--- config.mk ---
export PLATFORM = sky130hd
export DESIGN_NAME = systolic_array_os_nxn
export DESIGN_NICKNAME = d
export VERILOG_FILES = /design/src/rtl/systolic_array_os_nxn.sv
export SDC_FILE = /design/constraint.sdc
export NUM_CORES = 1
export LEC_CHECK = 0
export CAP_MARGIN = 15
export CORE_MARGIN = 2
export CORE_UTILIZATION = 54
export DETAILED_ROUTE_END_ITERATION = 10
export HOLD_SLACK_MARGIN = 0.12
export PLACE_DENSITY_LB_ADDON = 0.25
export SKIP_LAST_GASP = 1
export SLEW_MARGIN = 20
export SYNTH_ARGS = -nofsm -noshare
export SYNTH_HDL_FRONTEND = slang
export SYNTH_SLANG_ARGS = --single-unit
--- constraint.sdc ---
create_clock -name clk -period 11.23 [get_ports clk]
set_input_delay 2.8075 -clock clk [delete_from_list [all_inputs] [get_ports clk]]
set_output_delay 2.8075 -clock clk [all_outputs]
set_load 0.1 [all_outputs]
--- src/rtl/systolic_array_os_nxn.sv ---
// Output-stationary N x N systolic matrix multiplier, C = A(NxK) x B(KxN), with a
// start/busy/done handshake and an optional accumulate-across-passes mode.
module systolic_array_os_nxn #(
  parameter int unsigned N  = 2,
  parameter int unsigned K  = 3,
  parameter int unsigned DW = 8,
  parameter int unsigned AW = 2 * DW + $clog2(K) + 1
) (
  input  logic                clk,
  input  logic                rst,
  input  logic                start,
  input  logic                acc_keep,
  input  logic [N*K*DW-1:0]   a_flat,
  input  logic [K*N*DW-1:0]   b_flat,
  output logic                busy,
  output logic                done,
  output logic [N*N*AW-1:0]   c_flat
);

  localparam int unsigned RunLen = K + 2 * N - 2;
  localparam int unsigned TW     = (RunLen > 1) ? $clog2(RunLen) : 1;

  typedef enum logic [1:0] {StIdle, StLoad, StRun, StDone} state_e;

  state_e              state_q;
  logic [TW-1:0]       t_q;
  logic                keep_q;
  logic [N*K*DW-1:0]   a_q;
  logic [K*N*DW-1:0]   b_q;
  logic [N*N*AW-1:0]   acc_flat;

  logic [DW-1:0] a_feed [N];
  logic [DW-1:0] b_feed [N];
  logic [DW-1:0] a_pipe [N][N];
  logic [DW-1:0] b_pipe [N][N];

  // done and busy are registered, so done rises on the edge that leaves StDone.
  always_ff @(posedge clk or posedge rst) begin
    if (rst) begin
      state_q <= StIdle;
      t_q     <= '0;
      keep_q  <= 1'b0;
      a_q     <= '0;
      b_q     <= '0;
      busy    <= 1'b0;
      done    <= 1'b0;
      c_flat  <= '0;
    end else begin
      done <= 1'b0;
      case (state_q)
        StIdle: begin
          if (start) begin
            state_q <= StLoad;
            keep_q  <= acc_keep;
            busy    <= 1'b1;
          end
        end
        StLoad: begin
          a_q     <= a_flat;
          b_q     <= b_flat;
          t_q     <= '0;
          state_q <= StRun;
        end
        StRun: begin
          if (t_q == TW'(RunLen - 1)) begin
            state_q <= StDone;
            busy    <= 1'b0;
          end else begin
            t_q <= t_q + TW'(1);
          end
        end
        StDone: begin
          c_flat  <= acc_flat;
          done    <= 1'b1;
          state_q <= StIdle;
        end
        default: state_q <= StIdle;
      endcase
    end
  end

  // Edge feeders: row i is skewed by i cycles, column j by j cycles.
  for (genvar i = 0; i < N; i++) begin : g_feed
    logic [DW-1:0] a_val;
    logic [DW-1:0] b_val;
    always_comb begin
      a_val = '0;
      b_val = '0;
      if (state_q == StRun) begin
        for (int k = 0; k < K; k++) begin
          if (t_q == TW'(i + k)) begin
            a_val = a_q[(i*K+k)*DW +: DW];
            b_val = b_q[(k*N+i)*DW +: DW];
          end
        end
      end
    end
    assign a_feed[i] = a_val;
    assign b_feed[i] = b_val;
  end

  for (genvar i = 0; i < N; i++) begin : g_row
    for (genvar j = 0; j < N; j++) begin : g_pe
      logic [DW-1:0]   a_in;
      logic [DW-1:0]   b_in;
      logic [DW-1:0]   a_r;
      logic [DW-1:0]   b_r;
      logic [AW-1:0]   acc_r;
      logic [2*DW-1:0] prod;

      if (j == 0) begin : g_a_edge
        assign a_in = a_feed[i];
      end else begin : g_a_hop
        assign a_in = a_pipe[i][j-1];
      end
      if (i == 0) begin : g_b_edge
        assign b_in = b_feed[j];
      end else begin : g_b_hop
        assign b_in = b_pipe[i-1][j];
      end

      assign prod = {{DW{1'b0}}, a_in} * {{DW{1'b0}}, b_in};

      always_ff @(posedge clk or posedge rst) begin
        if (rst) begin
          a_r   <= '0;
          b_r   <= '0;
          acc_r <= '0;
        end else if (state_q == StLoad) begin
          a_r <= '0;
          b_r <= '0;
          if (!keep_q) acc_r <= '0;
        end else if (state_q == StRun) begin
          acc_r <= acc_r + AW'(prod);
          a_r   <= a_in;
          b_r   <= b_in;
        end
      end

      assign a_pipe[i][j]                 = a_r;
      assign b_pipe[i][j]                 = b_r;
      assign acc_flat[(i*N+j)*AW +: AW]   = acc_r;
    end
  end

endmodule

* After elaboration in Yosys (flattened, before gate mapping)
Index checks and enable logic that the tools add are counted.
** Storage, ports and cells
- Bits in registers :: 288
- Output and inout bits :: 78
** Cells by class
- Add/sub/neg operators :: 5
- Multipliers :: 4
- Equality and inequality tests :: 11
- Mux-type cells :: 42
- Reductions and logical operators :: 9
** Operators by type and width (number)
- 2-to-1 mux 8 bit :: 24
- 2-to-1 mux 19 bit :: 9
- adder 19 x 16 -> 19 bit :: 4
- multiplier 8 x 8 -> 16 bit :: 4
- != test 2 bit (second input constant) :: 4
- case mux 2 bit (4 select lines) :: 1
- AND reduction 2 bit :: 4
- equality test 3 x 2 -> 1 bit (second input constant) :: 2
- case mux 3 bit (2 select lines) :: 1
- equality test 2 bit (second input constant) :: 2
- 2-to-1 mux 2 bit :: 2
- nonzero test 2 bit :: 2
- adder 3 x 1 -> 3 bit (second input constant) :: 1
- equality test 3 x 1 -> 1 bit (second input constant) :: 1
- equality test 3 bit (second input constant) :: 1
- zero test 3 bit :: 1
- 2-to-1 mux 1 bit :: 3
- 2-to-1 mux 3 bit :: 1
- AND reduction 3 bit :: 1
- equality test 2 x 1 -> 1 bit (second input constant) :: 1
- zero test 2 bit :: 1
- case mux 1 bit (2 select lines) :: 1

* Logic depth before layout (Yosys ltp)
Gate-level depths: netlist (run 1).
- Word-level depth :: 9
- Mapped depth :: 25
- Gate-level depth less buffers :: 23

* Least setup slack after synthesis (run 1)
No wires, ideal clock.
- Kind :: reg-to-reg
- From :: reg t_q[0]
- To :: reg g_row[0].g_pe[1].acc_r[15]
- Setup time :: 0.134 ns
- Data arrival time :: 5.723 ns
- Setup slack :: 5.374 ns
- Cell stages (with the launch flop) :: 24
- Path buffers :: 3
- Period minus slack after synthesis :: 5.856 ns
- Cell sequence :: dfrtp_1 > ha_1 > ha_1 > clkbuf_1 > or2_1 > clkbuf_1 > buf_2 > o21ai_1 > and2_1 > nand2_1 > fa_1 > fa_1 > inv_1 > fa_1 > inv_1 > fa_1 > inv_1 > ha_1 > a21o_1 > a21o_1 > o21a_1 > or4_1 > a311oi_1 > o31ai_1
** Between the ends
- Longest elaborated chain between the ends :: 9
- Elaborated cells on any way between the ends :: 11
- Those cells by class :: add/sub (1); mul (1); eq/ne (3); mux (6)
** Ends and longest elaborated chain
- start: declaration :: line 26 : logic [TW-1:0] t_q;
- start signal: assignment :: line 69 : t_q <= t_q + TW'(1);
- equality test 3 x 1 -> 1 bit :: line 91 : if (t_q == TW'(i + k)) begin
- 2-to-1 mux 8 bit (2 in a row) :: line 91
- 2-to-1 mux 8 bit (*) :: line 91
- 2-to-1 mux 8 bit (*) :: line 89 : if (state_q == StRun) begin
- multiplier 8 x 8 -> 16 bit (*) :: line 122 : assign prod = {{DW{1'b0}}, a_in} * {{DW{1'b0}}, b_in};
- adder 19 x 16 -> 19 bit (*) :: line 134 : acc_r <= acc_r + AW'(prod);
- 2-to-1 mux 19 bit (*) :: line 133 : end else if (state_q == StRun) begin
- 2-to-1 mux 19 bit (*) :: line 129 : end else if (state_q == StLoad) begin
- end signal: assignment :: line 134
- end: declaration :: line 108 : logic [AW-1:0] acc_r;
Mark *: on every way between the ends. The rest lies on a longest branch, timed or not. The select of a mux whose other input is x is not followed.
A chain may end at the register's enable or synchronous reset.

* Worst setup path in the final report (run 1)
- From :: reg state_q[0]
- To :: reg g_row[0].g_pe[0].acc_r[15]
** Between the ends
- Longest elaborated chain between the ends :: 6
- Elaborated cells on any way between the ends :: 11
- Those cells by class :: add/sub (1); mul (1); eq/ne (3); mux (4); reduce/logical (2)
** Ends and longest elaborated chain
- start: declaration :: line 25 : state_e state_q;
- start signal: assignment :: line 40 : state_q <= StIdle;
- start signal: assignment :: line 53 : state_q <= StLoad;
- start signal: assignment :: line 62 : state_q <= StRun;
- equality test 2 bit :: line 89, 133
- 2-to-1 mux 8 bit :: line 89
- multiplier 8 x 8 -> 16 bit :: line 122
- adder 19 x 16 -> 19 bit :: line 134
- 2-to-1 mux 19 bit :: line 133
- 2-to-1 mux 19 bit :: line 129
- end signal: assignment :: line 134
- end: declaration :: line 108
Parallel ways exist; a longest one is shown, timed or not. The select of a mux whose other input is x is not followed.

==> impl_metrics.py, run 1 <==
metrics = {
    "placement": {
        "dp_hpwl_um": 40140,
        "place_congestion": 0.8727,
        "portBuffers": 177,
    },
    "floorplan": {
        "die_h_um": 206.7,
        "start_util_pct": 54.57,
        "pin_count": 178,
        "die_w_um": 206.7,
        "coreArea_um2": 40650,
        "row_count": 74,
        "die_area_um2": 42720,
    },
    "critical_path": {
        "endpoint_kind": "flop",
        "crit_type": "flop to flop",
        "path_cells": "inv_1 -> ha_2 -> nor2b_1 -> nand2_1 -> or3_1 -> fa_1 -> inv_1 -> fa_1 -> fa_1 -> inv_1 -> fa_1 -> inv_1 -> ha_1 -> o21a_1 -> a2111oi_2 -> nor2_1 -> a221oi_2 -> xor2_1 -> o21ai_1",
        "cp_slowest_cell": "nor2b_1",
        "crit_buf_inv": 4,
        "arrival_ns": 6.96,
        "cp-start-kind": "flop",
        "required_ns": 11.65,
        "max_stage_delay_ns": 0.83,
        "cp_max_fo": 14,
        "critPathTopFamily": "adder cells",
    },
    "cells_and_area": {
        "nets": 2816,
        "drive_gt1_share_pct": 10.94,
        "final_util_pct": 63.08,
        "area_delta_synth_final_pct": 15.59,
    },
    "yosys": {
        "synthFlopType": "dfrtp_1",
        "syn-num-nets": 2687,
        "ys_ff_latch": 288,
        "synth_cell_types": 65,
        "yosys-top-cells-count": "inv_1, dfrtp_1, nand2_1",
        "postSynth.asyncResetShare_pct": 100.0,
        "syn_inst": 2213,
        "synth_edf_count": 0,
        "syn_area_per_cell_um2": 10.02,
        "synth_top_area_share_pct": 32.49,
        "seq_area_frac_synth_pct": 32.49,
        "synth_area_um2": 22180,
        "yosysTopAreaCell": "dfrtp_1",
        "synthTopCellsByArea": "dfrtp_1, fa_1, ha_1",
        "synth.most_common_cell": "inv_1",
        "yosysWarnings": 0,
    },
    "drt": {
        "wl_per_cell_um": 18.52,
        "drtAntennaViolNets": 0,
        "vias": 16020,
        "drt-pass1-iter-count": 5,
        "route.detailed.drc": 0,
        "first_iter_violations": 847,
        "avgViaCountPerCell": 5.523,
        "wl_um": 53720,
    },
    "grt": {
        "track_usage_pct": 26.64,
        "antenna_found_initial": 1,
        "grt_pass1_vias": 16930,
        "grt_pass1_wl_um": 88420,
        "grt-ovfl-total": 0,
        "grt_max_degree": 151,
    },
    "sta": {
        "worst_pin_slew_ns": 1.065,
        "slew_headroom_pct": 28.83,
        "finalSetupTns_ns": 0,
        "clock_skew_ns": 0.02671,
        "hold_slack_ns": 0.4751,
        "final-max-slew-violation-count": 0,
        "min_period_ns": 6.540,
        "setup_violations": 0,
        "hold_viol": 0,
        "max_freq_mhz": 152.9,
        "period_share_pct": 58.23,
        "grt_setup_unrepaired": "false",
    },
    "power_and_ir_drop": {
        "finalPower_mw": 5.383,
        "sequentialPowerShare_pct": 32.3,
        "intPower_mw": 2.952,
        "clockPowerShare_pct": 22.9,
        "switchingPower_mw": 2.431,
        "peakVddDrop_mv": 0.1412,
        "p_per_area_nw_per_um2": 210.0,
        "sw_frac_of_total_pct": 45.16,
        "p_leak_nw": 12.92,
        "pwr-share-comb_pct": 44.8,
    },
    "clock_network": {
        "htreeDepth": 2,
        "cts_tree": "built",
        "cts_buffers": 36,
        "clk_latency_ns": 0.57,
        "post_cts_resized": 0,
        "cts_root_buf": "clkbuf_16",
        "clkSlewWorstSetupHoldPaths_ns": 0.06,
        "clock_path_buffers": 3,
        "post_cts_buffers": 0,
        "clock_sinks": 288,
        "hold_buffers": 0,
    },
    "worst_hold_path": {
        "hold_class": "flop to flop",
    },
    "outcome": {
        "status": "complete, no violations",
    },
    "flow_run": {
        "cap_viol_max_count": 0,
    },
}
final cells by class:
type                    instances  area (um^2)
fillers                      3330        15010
multi-input cells            1442        13190
flip-flops and latches        288         7207
repair buffers                186         1852
inverters                     388         1469
clock buffers                  50         1044
well taps                     532        665.6
clock inverters                14        212.7
diodes                          1        2.502
cell usage in the layout, fill, tap and decap left out, types with 6 or more instances in the layout:
cell and n:
o21a_1 12, and2_1 48, dfrtp_1 288, o21ai_1 61, ha_1 170, nand2_1 243
mux2_2 173, o211ai_1 12, buf_4 8, a211oi_1 7, xnor2_1 20, o2bb2ai_1 14
nand2b_1 15, a21oi_1 68, o21bai_1 8, mux2i_1 6, fa_1 200, a22o_1 47
inv_1 382, or2_1 10, clkbuf_8 9, and3_1 74, o21ai_0 39, xor2_1 22
nand3_1 9, nor3_1 11, a21o_1 18, nor2_1 83, clkbuf_16 36, clkdlybuf4s50_1 177
cell families after synthesis:
kind of cell | share of synthesized area (%)
buffers and inverters | 8.229
and+or+nand+nor | 11.12
adders and majority gates | 27.86
xor gates and xnor gates | 1.658
DFF | 32.49
muxes | 9.053
AOI/OAI and AO/OA | 9.589
layer usage:
metal,GRT usage (%),wire (um),vias up,share of wire (%)
li1,-,-,7460,-
met1,33.64,22360,7979,42
met2,45.66,26310,455,49
met3,3.846,2696,127,5.0
met4,11.81,2355,0,4.4
met5,0,0,-,0
path summary, 6_finish.rpt:
kind / start / cells past startpoint / end / slack, ns
setup / recovery: state_q[0] / 19 / g_row[0].g_pe[0].acc_r[15] / 4.69
max in group asynchronous: rst / 3 / c_flat[37] / 7.15
setup reg to reg: state_q[0] / 19 / g_row[0].g_pe[0].acc_r[15] / 4.69
hold reg to reg: g_row[1].g_pe[1].acc_r[18] / 1 / g_row[1].g_pe[1].acc_r[18] / 0.48
hold / removal: g_row[1].g_pe[1].acc_r[18] / 1 / g_row[1].g_pe[1].acc_r[18] / 0.48
min in group asynchronous: rst / 2 / c_flat[47] / 2.79
state kept, by name (all words and copies together) (netlist names):
register,flops
keep_q,1
t_q,3
g_row.g_pe.a_r,16
a_q,48
b_q,48
done,1
g_row.g_pe.b_r,16
state_q,2
g_row.g_pe.acc_r,76
c_flat,76
busy,1
stage by stage:
| stage | std cells | instance area (um^2) | setup slack [ns] |
|---|---|---|---|
| 6_report | 2901 | 25640 | 4.690 |
| 5_1_grt | 2901 | 25640 | 4.148 |
| 4_1_cts | 2900 | 25630 | 4.646 |
| 3_5_place_dp | 2836 | 24380 | 4.673 |
| 3_3_place_gp | 2836 | 24370 | 4.715 |
| 2_1_floorplan | 2213 | 22180 | 0.4735 |
worst reg2reg max path, cell delays in order, from the launching register on:
cell and delay [ns]:
dfrtp_1 0.47, inv_1 0.15, ha_2 0.19, nor2b_1 0.83
nand2_1 0.53, or3_1 0.51, fa_1 0.52, inv_1 0.05
fa_1 0.48, fa_1 0.54, inv_1 0.05, fa_1 0.47
inv_1 0.04, ha_1 0.32, o21a_1 0.16, a2111oi_2 0.42
nor2_1 0.15, a221oi_2 0.28, xor2_1 0.17, o21ai_1 0.07
power groups by stage:
stage | Clock, mW | Sequential [mW] | Combinational, mW
finish | 1.23 | 1.74 | 2.41
global route | 1.29 | 1.78 | 2.65
global placement | 0 | 1.74 | 2.36
floorplan | 0 | 1.99 | 1.45
CTS | 1.25 | 1.74 | 2.42
detailed placement | 0 | 1.75 | 2.41
No activity file was read; power rests on OpenSTA's default activity.
==> run 2, diff against run 1 <==
- clock period: 11.23 -> 5.6 ns (I/O delays scaled with it)
==> run 2 against run 1 <==
  * Wire length decreased by 0.55%
  * Sequential power up 98%
  * Sequential share of layout area fell by 1.7 points
  * Global-route usage shrank 0.66 points
  * Die area unchanged
  * Worst setup slack got worse by 4.6 ns
  * Worst hold slack improved by 0.0022 ns
  * Largest cell class unchanged
==> impl_metrics.py, run 2 (synthesis gave the netlist of run 1 again) <==
metrics = {
    "sta": {
        "worst_pin_slew_ns": 1.067,
        "grt_setup_unrepaired": "true",
        "period_share_pct": 98.23,
        "min_period_ns": 5.501,
        "hold_viol": 0,
        "clock_skew_ns": 0.02339,
        "slew_headroom_pct": 28.65,
        "final-max-slew-violation-count": 0,
        "setup_violations": 0,
        "max_freq_mhz": 181.8,
    },
    "cells_and_area": {
        "layout_common_cells": "inv_1, dfrtp_1, nand2_1, fa_1, clkdlybuf4s50_1",
        "fin_area_um2": 27350,
        "final_util_pct": 67.29,
        "reg_top3": "c_flat: 76 flops, g_row.g_pe.acc_r: 76 flops",
        "area_delta_synth_final_pct": 23.30,
        "n_fill_cell": 3131,
        "layout_commonest_cell": "inv_1",
        "nets": 2965,
        "drive_gt1_share_pct": 20.49,
    },
    "floorplan": {
        "die_h_um": 206.7,
        "pin_count": 178,
        "start_util_pct": 54.57,
        "row_count": 74,
        "coreArea_um2": 40650,
        "die_w_um": 206.7,
        "die_area_um2": 42720,
    },
    "placement": {
        "place_congestion": 0.9032,
        "dp_hpwl_um": 40500,
        "place_area_um2": 25390,
        "portBuffers": 177,
    },
    "grt": {
        "grt_pass1_vias": 17340,
        "track_usage_pct": 25.98,
        "antenna_found_initial": 1,
        "grt-ovfl-total": 0,
        "grt_pass1_wl_um": 87180,
        "grt_max_degree": 153,
    },
    "drt": {
        "wl_per_cell_um": 17.54,
        "avgViaCountPerCell": 5.427,
        "vias": 16530,
        "drtAntennaViolNets": 0,
        "route.detailed.drc": 0,
        "drt-pass1-iter-count": 5,
        "wl_um": 53430,
        "first_iter_violations": 808,
    },
    "critical_path": {
        "timing.rr.start": "t_q[0]",
        "cp-start-kind": "flop",
        "endpoint_kind": "flop",
        "crit_top_cell": "fa_1",
        "max_stage_delay_ns": 0.53,
        "required_ns": 6.03,
        "crit_type": "flop to flop",
        "worstSetupStartpoint": "t_q[0]",
        "arrival_ns": 5.93,
        "crit_buf_inv": 5,
        "path_cells": "ha_4 -> ha_4 -> or2_4 -> buf_6 -> o21ai_2 -> and2_1 -> buf_4 -> nand2_1 -> fa_1 -> inv_1 -> fa_1 -> fa_1 -> inv_1 -> fa_1 -> inv_1 -> ha_1 -> a21o_1 -> a21o_1 -> or4_4 -> a311oi_2 -> o31ai_1",
        "cp_slowest_cell": "fa_1",
        "critPathTopFamily": "adder cells",
        "cp_max_fo": 10,
    },
    "power_and_ir_drop": {
        "p_per_area_nw_per_um2": 422.2,
        "peakVddDrop_mv": 0.3068,
        "p_leak_nw": 13.70,
    },
    "clock_network": {
        "clock_path_buffers": 3,
        "hold_buffers": 0,
        "clk_latency_ns": 0.57,
        "clkSlewWorstSetupHoldPaths_ns": 0.06,
        "cts_buffers": 35,
        "cts_tree": "built",
        "clock_sinks": 288,
        "htreeDepth": 2,
        "cts_root_buf": "clkbuf_16",
    },
    "worst_hold_path": {
        "hold_start": "g_row[0].g_pe[0].acc_r[18]",
        "hold_class": "flop to flop",
    },
    "outcome": {
        "status": "complete, no violations",
    },
    "flow_run": {
        "cap_viol_max_count": 0,
    },
}
==> run 2: cell count changes in the layout (fill, tap and decap cells not counted), sizes merged <==
| cell | change |
|---|---|
| clkbuf | -4 |
| buf | +148 |
| clkinvlp | +4 |
| clkinv | -3 |
==> run 2: area by class of cell <==
| class | instances | area (um^2) | share of cell area (%) |
|---|---|---|---|
| timing repair buffer | 336 | 3083 | 11.27 |
| tap | 532 | 665.6 | 2.434 |
| inverter | 388 | 1463 | 5.348 |
| antenna | 1 | 2.502 | 0.009150 |
| sequential | 288 | 7209 | 26.36 |
| clock buffer | 44 | 969.7 | 3.545 |
| clock inverter | 15 | 222.7 | 0.8143 |
| multi-input combinational | 1442 | 13730 | 50.22 |
==> run 2: power by group <==
group | switching (mW) | internal (mW)
Sequential | 0.665 | 2.77
Clock | 0.942 | 1.42
Combinational | 3.48 | 2.26
==> run 2: final timing paths <==
check	to	slack (ns)	cells past startpoint
setup / recovery	g_row[0].g_pe[1].acc_r[15]	0.1	21
hold / removal	g_row[0].g_pe[0].acc_r[18]	0.48	1
setup reg to reg	g_row[0].g_pe[1].acc_r[15]	0.1	21
hold reg to reg	g_row[0].g_pe[0].acc_r[18]	0.48	1
max in group asynchronous	g_row[0].g_pe[1].acc_r[1]	3.26	3
min in group asynchronous	a_q[43]	1.19	2
==> run 2: timing repair <==
item | 4_1_cts | 5_1_grt
buffers inserted | 0 | 24
endpoints found under the setup margin | 11 | 27
gates resized for setup | 17 | 122
hold endpoints to repair | 0 | 0
pin swaps | 0 | 56
cloned | 0 | 2
==> run 2: stage by stage <==
stage / total power, mW / hold WS (ns) / TNS (ns) / std cells / worst slack, ns
2_1_floorplan: 6.943 / 0.4394 / 0 / 2213 / 0.006484
4_1_cts: 11.21 / 0.4810 / -0.01135 / 3019 / -0.01135
5_1_grt: 12.27 / 0.5078 / -0.3278 / 3046 / -0.08216
6_report: 11.55 / 0.4773 / 0 / 3046 / 0.09904
3_5_place_dp: 8.775 / 0.4752 / -0.5046 / 2960 / -0.1113
3_3_place_gp: 8.627 / 0.4638 / -0.01556 / 2960 / -0.01177
==> run 2: layer usage <==
metal | share of wire [%] | up-vias | routed length [um] | track usage [%]
li1 | - | 7751 | - | -
met1 | 41 | 8274 | 22090 | 32.34
met2 | 50 | 393 | 26870 | 45.32
met3 | 4.9 | 112 | 2614 | 4.176
met4 | 3.5 | 0 | 1854 | 10.31
met5 | 0 | - | 0 | 0
==> run 3, diff against run 2 <==
- SETUP_SLACK_MARGIN: not set -> 0.2
==> run 3 against run 2 <==
  * Power increased by 0.75%
  * Maximum frequency down 1.2%
  * Sequential power about the same
  * Worst hold slack got worse by 0.00087 ns
  * Critical path depth unchanged
  * Wire length rose by 4.0%
  * Non-clock buffer count grew 2
  * Global-route usage up 0.26 points
  * Via count up 0.87%
  * Sequential share of layout area is 0.42 points lower
  * Die area stayed put
  * Critical path type unchanged
  * Highest routed layer is now met5
==> impl_metrics.py, run 3 (synthesis gave the netlist of run 1 again) <==
metrics = {
    "critical_path": {
        "r2r_cells": 21,
        "endpoint_kind": "flop",
        "cp_max_fo": 7,
        "required_ns": 6.01,
        "cp-start-kind": "flop",
        "crit_type": "flop to flop",
        "arrival_ns": 5.98,
    },
    "power_and_ir_drop": {
        "peakVddDrop_mv": 0.3589,
        "p_leak_nw": 13.78,
        "finalPower_mw": 11.63,
        "p_per_area_nw_per_um2": 418.6,
    },
    "floorplan": {
        "die_w_um": 206.7,
        "die_area_um2": 42720,
        "start_util_pct": 54.57,
        "pin_count": 178,
        "coreArea_um2": 40650,
        "row_count": 74,
        "die_h_um": 206.7,
    },
    "grt": {
        "grt_pass1_wl_um": 88140,
        "grt_pass1_vias": 17650,
        "track_usage_pct": 26.23,
        "grt-ovfl-total": 0,
        "antenna_found_initial": 3,
        "grt_max_degree": 114,
    },
    "cells_and_area": {
        "layout_common_cells": "inv_1, dfrtp_1, nand2_1, fa_1, clkdlybuf4s50_1",
        "layout_commonest_cell": "inv_1",
        "area_delta_synth_final_pct": 25.30,
        "reg_top3": "c_flat: 76 flops, g_row.g_pe.acc_r: 76 flops",
        "drive_gt1_share_pct": 22.97,
        "n_fill_cell": 3048,
        "finalNonFillerCells": 3049,
        "nets": 2967,
    },
    "placement": {
        "portBuffers": 177,
        "dp_hpwl_um": 40470,
        "place_congestion": 0.9062,
        "dp_cells": 2925,
    },
    "sta": {
        "period_share_pct": 99.47,
        "setup_violations": 0,
        "min_period_ns": 5.570,
        "hold_viol": 0,
        "final-max-slew-violation-count": 0,
        "slew_headroom_pct": 29.06,
        "hold_slack_ns": 0.4765,
        "grt_setup_unrepaired": "true",
        "clock_skew_ns": 0.02133,
        "finalSetupTns_ns": 0,
        "worst_pin_slew_ns": 1.061,
        "max_freq_mhz": 179.5,
    },
    "clock_network": {
        "cts_root_buf": "clkbuf_16",
        "hold_buffers": 0,
        "cts_buffers": 35,
        "clk_latency_ns": 0.57,
        "clkSlewWorstSetupHoldPaths_ns": 0.06,
        "htreeDepth": 2,
        "cts_tree": "built",
        "clock_sinks": 288,
        "clock_path_buffers": 3,
    },
    "worst_hold_path": {
        "hold_class": "flop to flop",
        "worstHoldPathCells": 1,
    },
    "drt": {
        "first_iter_violations": 959,
        "drtAntennaViolNets": 0,
        "wl_um": 55540,
        "avgViaCountPerCell": 5.469,
        "wl_per_cell_um": 18.22,
        "drt-pass1-iter-count": 5,
        "vias": 16670,
        "route.detailed.drc": 0,
    },
    "flow_run": {
        "cap_viol_max_count": 0,
    },
    "outcome": {
        "status": "complete, no violations",
    },
}
[run 3: path summary, 6_finish.rpt]
kind	start	to	slack (ns)
max in group asynchronous	rst	g_row[0].g_pe[1].acc_r[2]	3.31
worst max-delay path	t_q[0]	g_row[0].g_pe[1].acc_r[15]	0.03
min in group asynchronous	rst	a_q[43]	1.26
worst max register to register	t_q[0]	g_row[0].g_pe[1].acc_r[15]	0.03
worst min register to register	g_row[1].g_pe[1].acc_r[18]	g_row[1].g_pe[1].acc_r[18]	0.48
worst min-delay path	g_row[1].g_pe[1].acc_r[18]	g_row[1].g_pe[1].acc_r[18]	0.48
[run 3: power by group]
part / total [mW] / leakage [nW] / internal (mW) / switching, mW
registers: 3.45 / 3.78 / 2.77 / 0.679
clock network: 2.25 / 0.557 / 1.31 / 0.943
logic: 5.93 / 9.44 / 2.36 / 3.57
total: 11.6 / 13.8 / 6.44 / 5.20
[run 3: worst max-delay path, stage by stage, from the launching register on]
cell and delay [ns]:
dfrtp_2 0.46, ha_4 0.18, ha_2 0.16, or2_4 0.30, buf_16 0.17, buf_6 0.12
o21ai_4 0.13, and2_4 0.18, nand2_1 0.10, fa_2 0.60, inv_1 0.07, fa_1 0.48
fa_1 0.50, inv_1 0.05, fa_1 0.47, inv_1 0.06, ha_4 0.24, a21o_1 0.20
o21a_1 0.18, or4_1 0.41, a311oi_1 0.27, o31ai_1 0.09
[run 3: layout make-up]
| class | instances | area [um^2] | area share, % |
|---|---|---|---|
| multi-input combinational | 1442 | 14080 | 50.64 |
| sequential | 288 | 7209 | 25.94 |
| timing repair buffer | 338 | 3234 | 11.64 |
| inverter | 388 | 1465 | 5.271 |
| clock buffer | 43 | 945.9 | 3.403 |
| tap | 532 | 665.6 | 2.395 |
| clock inverter | 17 | 195.2 | 0.7023 |
| antenna | 1 | 2.502 | 0.009003 |
[run 3: layer usage]
| metal | global-route usage [%] | wire length [um] | share of wire (%) |
|---|---|---|---|
| met2 | 45.97 | 28210 | 51 |
| met4 | 10.87 | 1873 | 3.4 |
| met3 | 3.469 | 2171 | 3.9 |
| met1 | 32.78 | 23270 | 42 |
| met5 | 0 | 13 | 0.023 |
[run 3: repair_timing]
item	in CTS	in global routing
cloned	1	3
endpoints found under the setup margin	24	29
setup buffers	18	41
pin swaps	25	82
resized for setup	63	140
[run 3: metrics by stage]
stage / area [um^2] / setup slack [ns] / utilization [%]
5_1_grt: 27790 / -0.1442 / 68.38
2_1_floorplan: 22420 / 0.1222 / -
4_1_cts: 26840 / 0.1364 / 66.04
3_3_place_gp: 25280 / -0.03348 / 62.19
3_5_place_dp: 25300 / -0.2078 / 62.24
6_report: 27790 / 0.02983 / 68.38
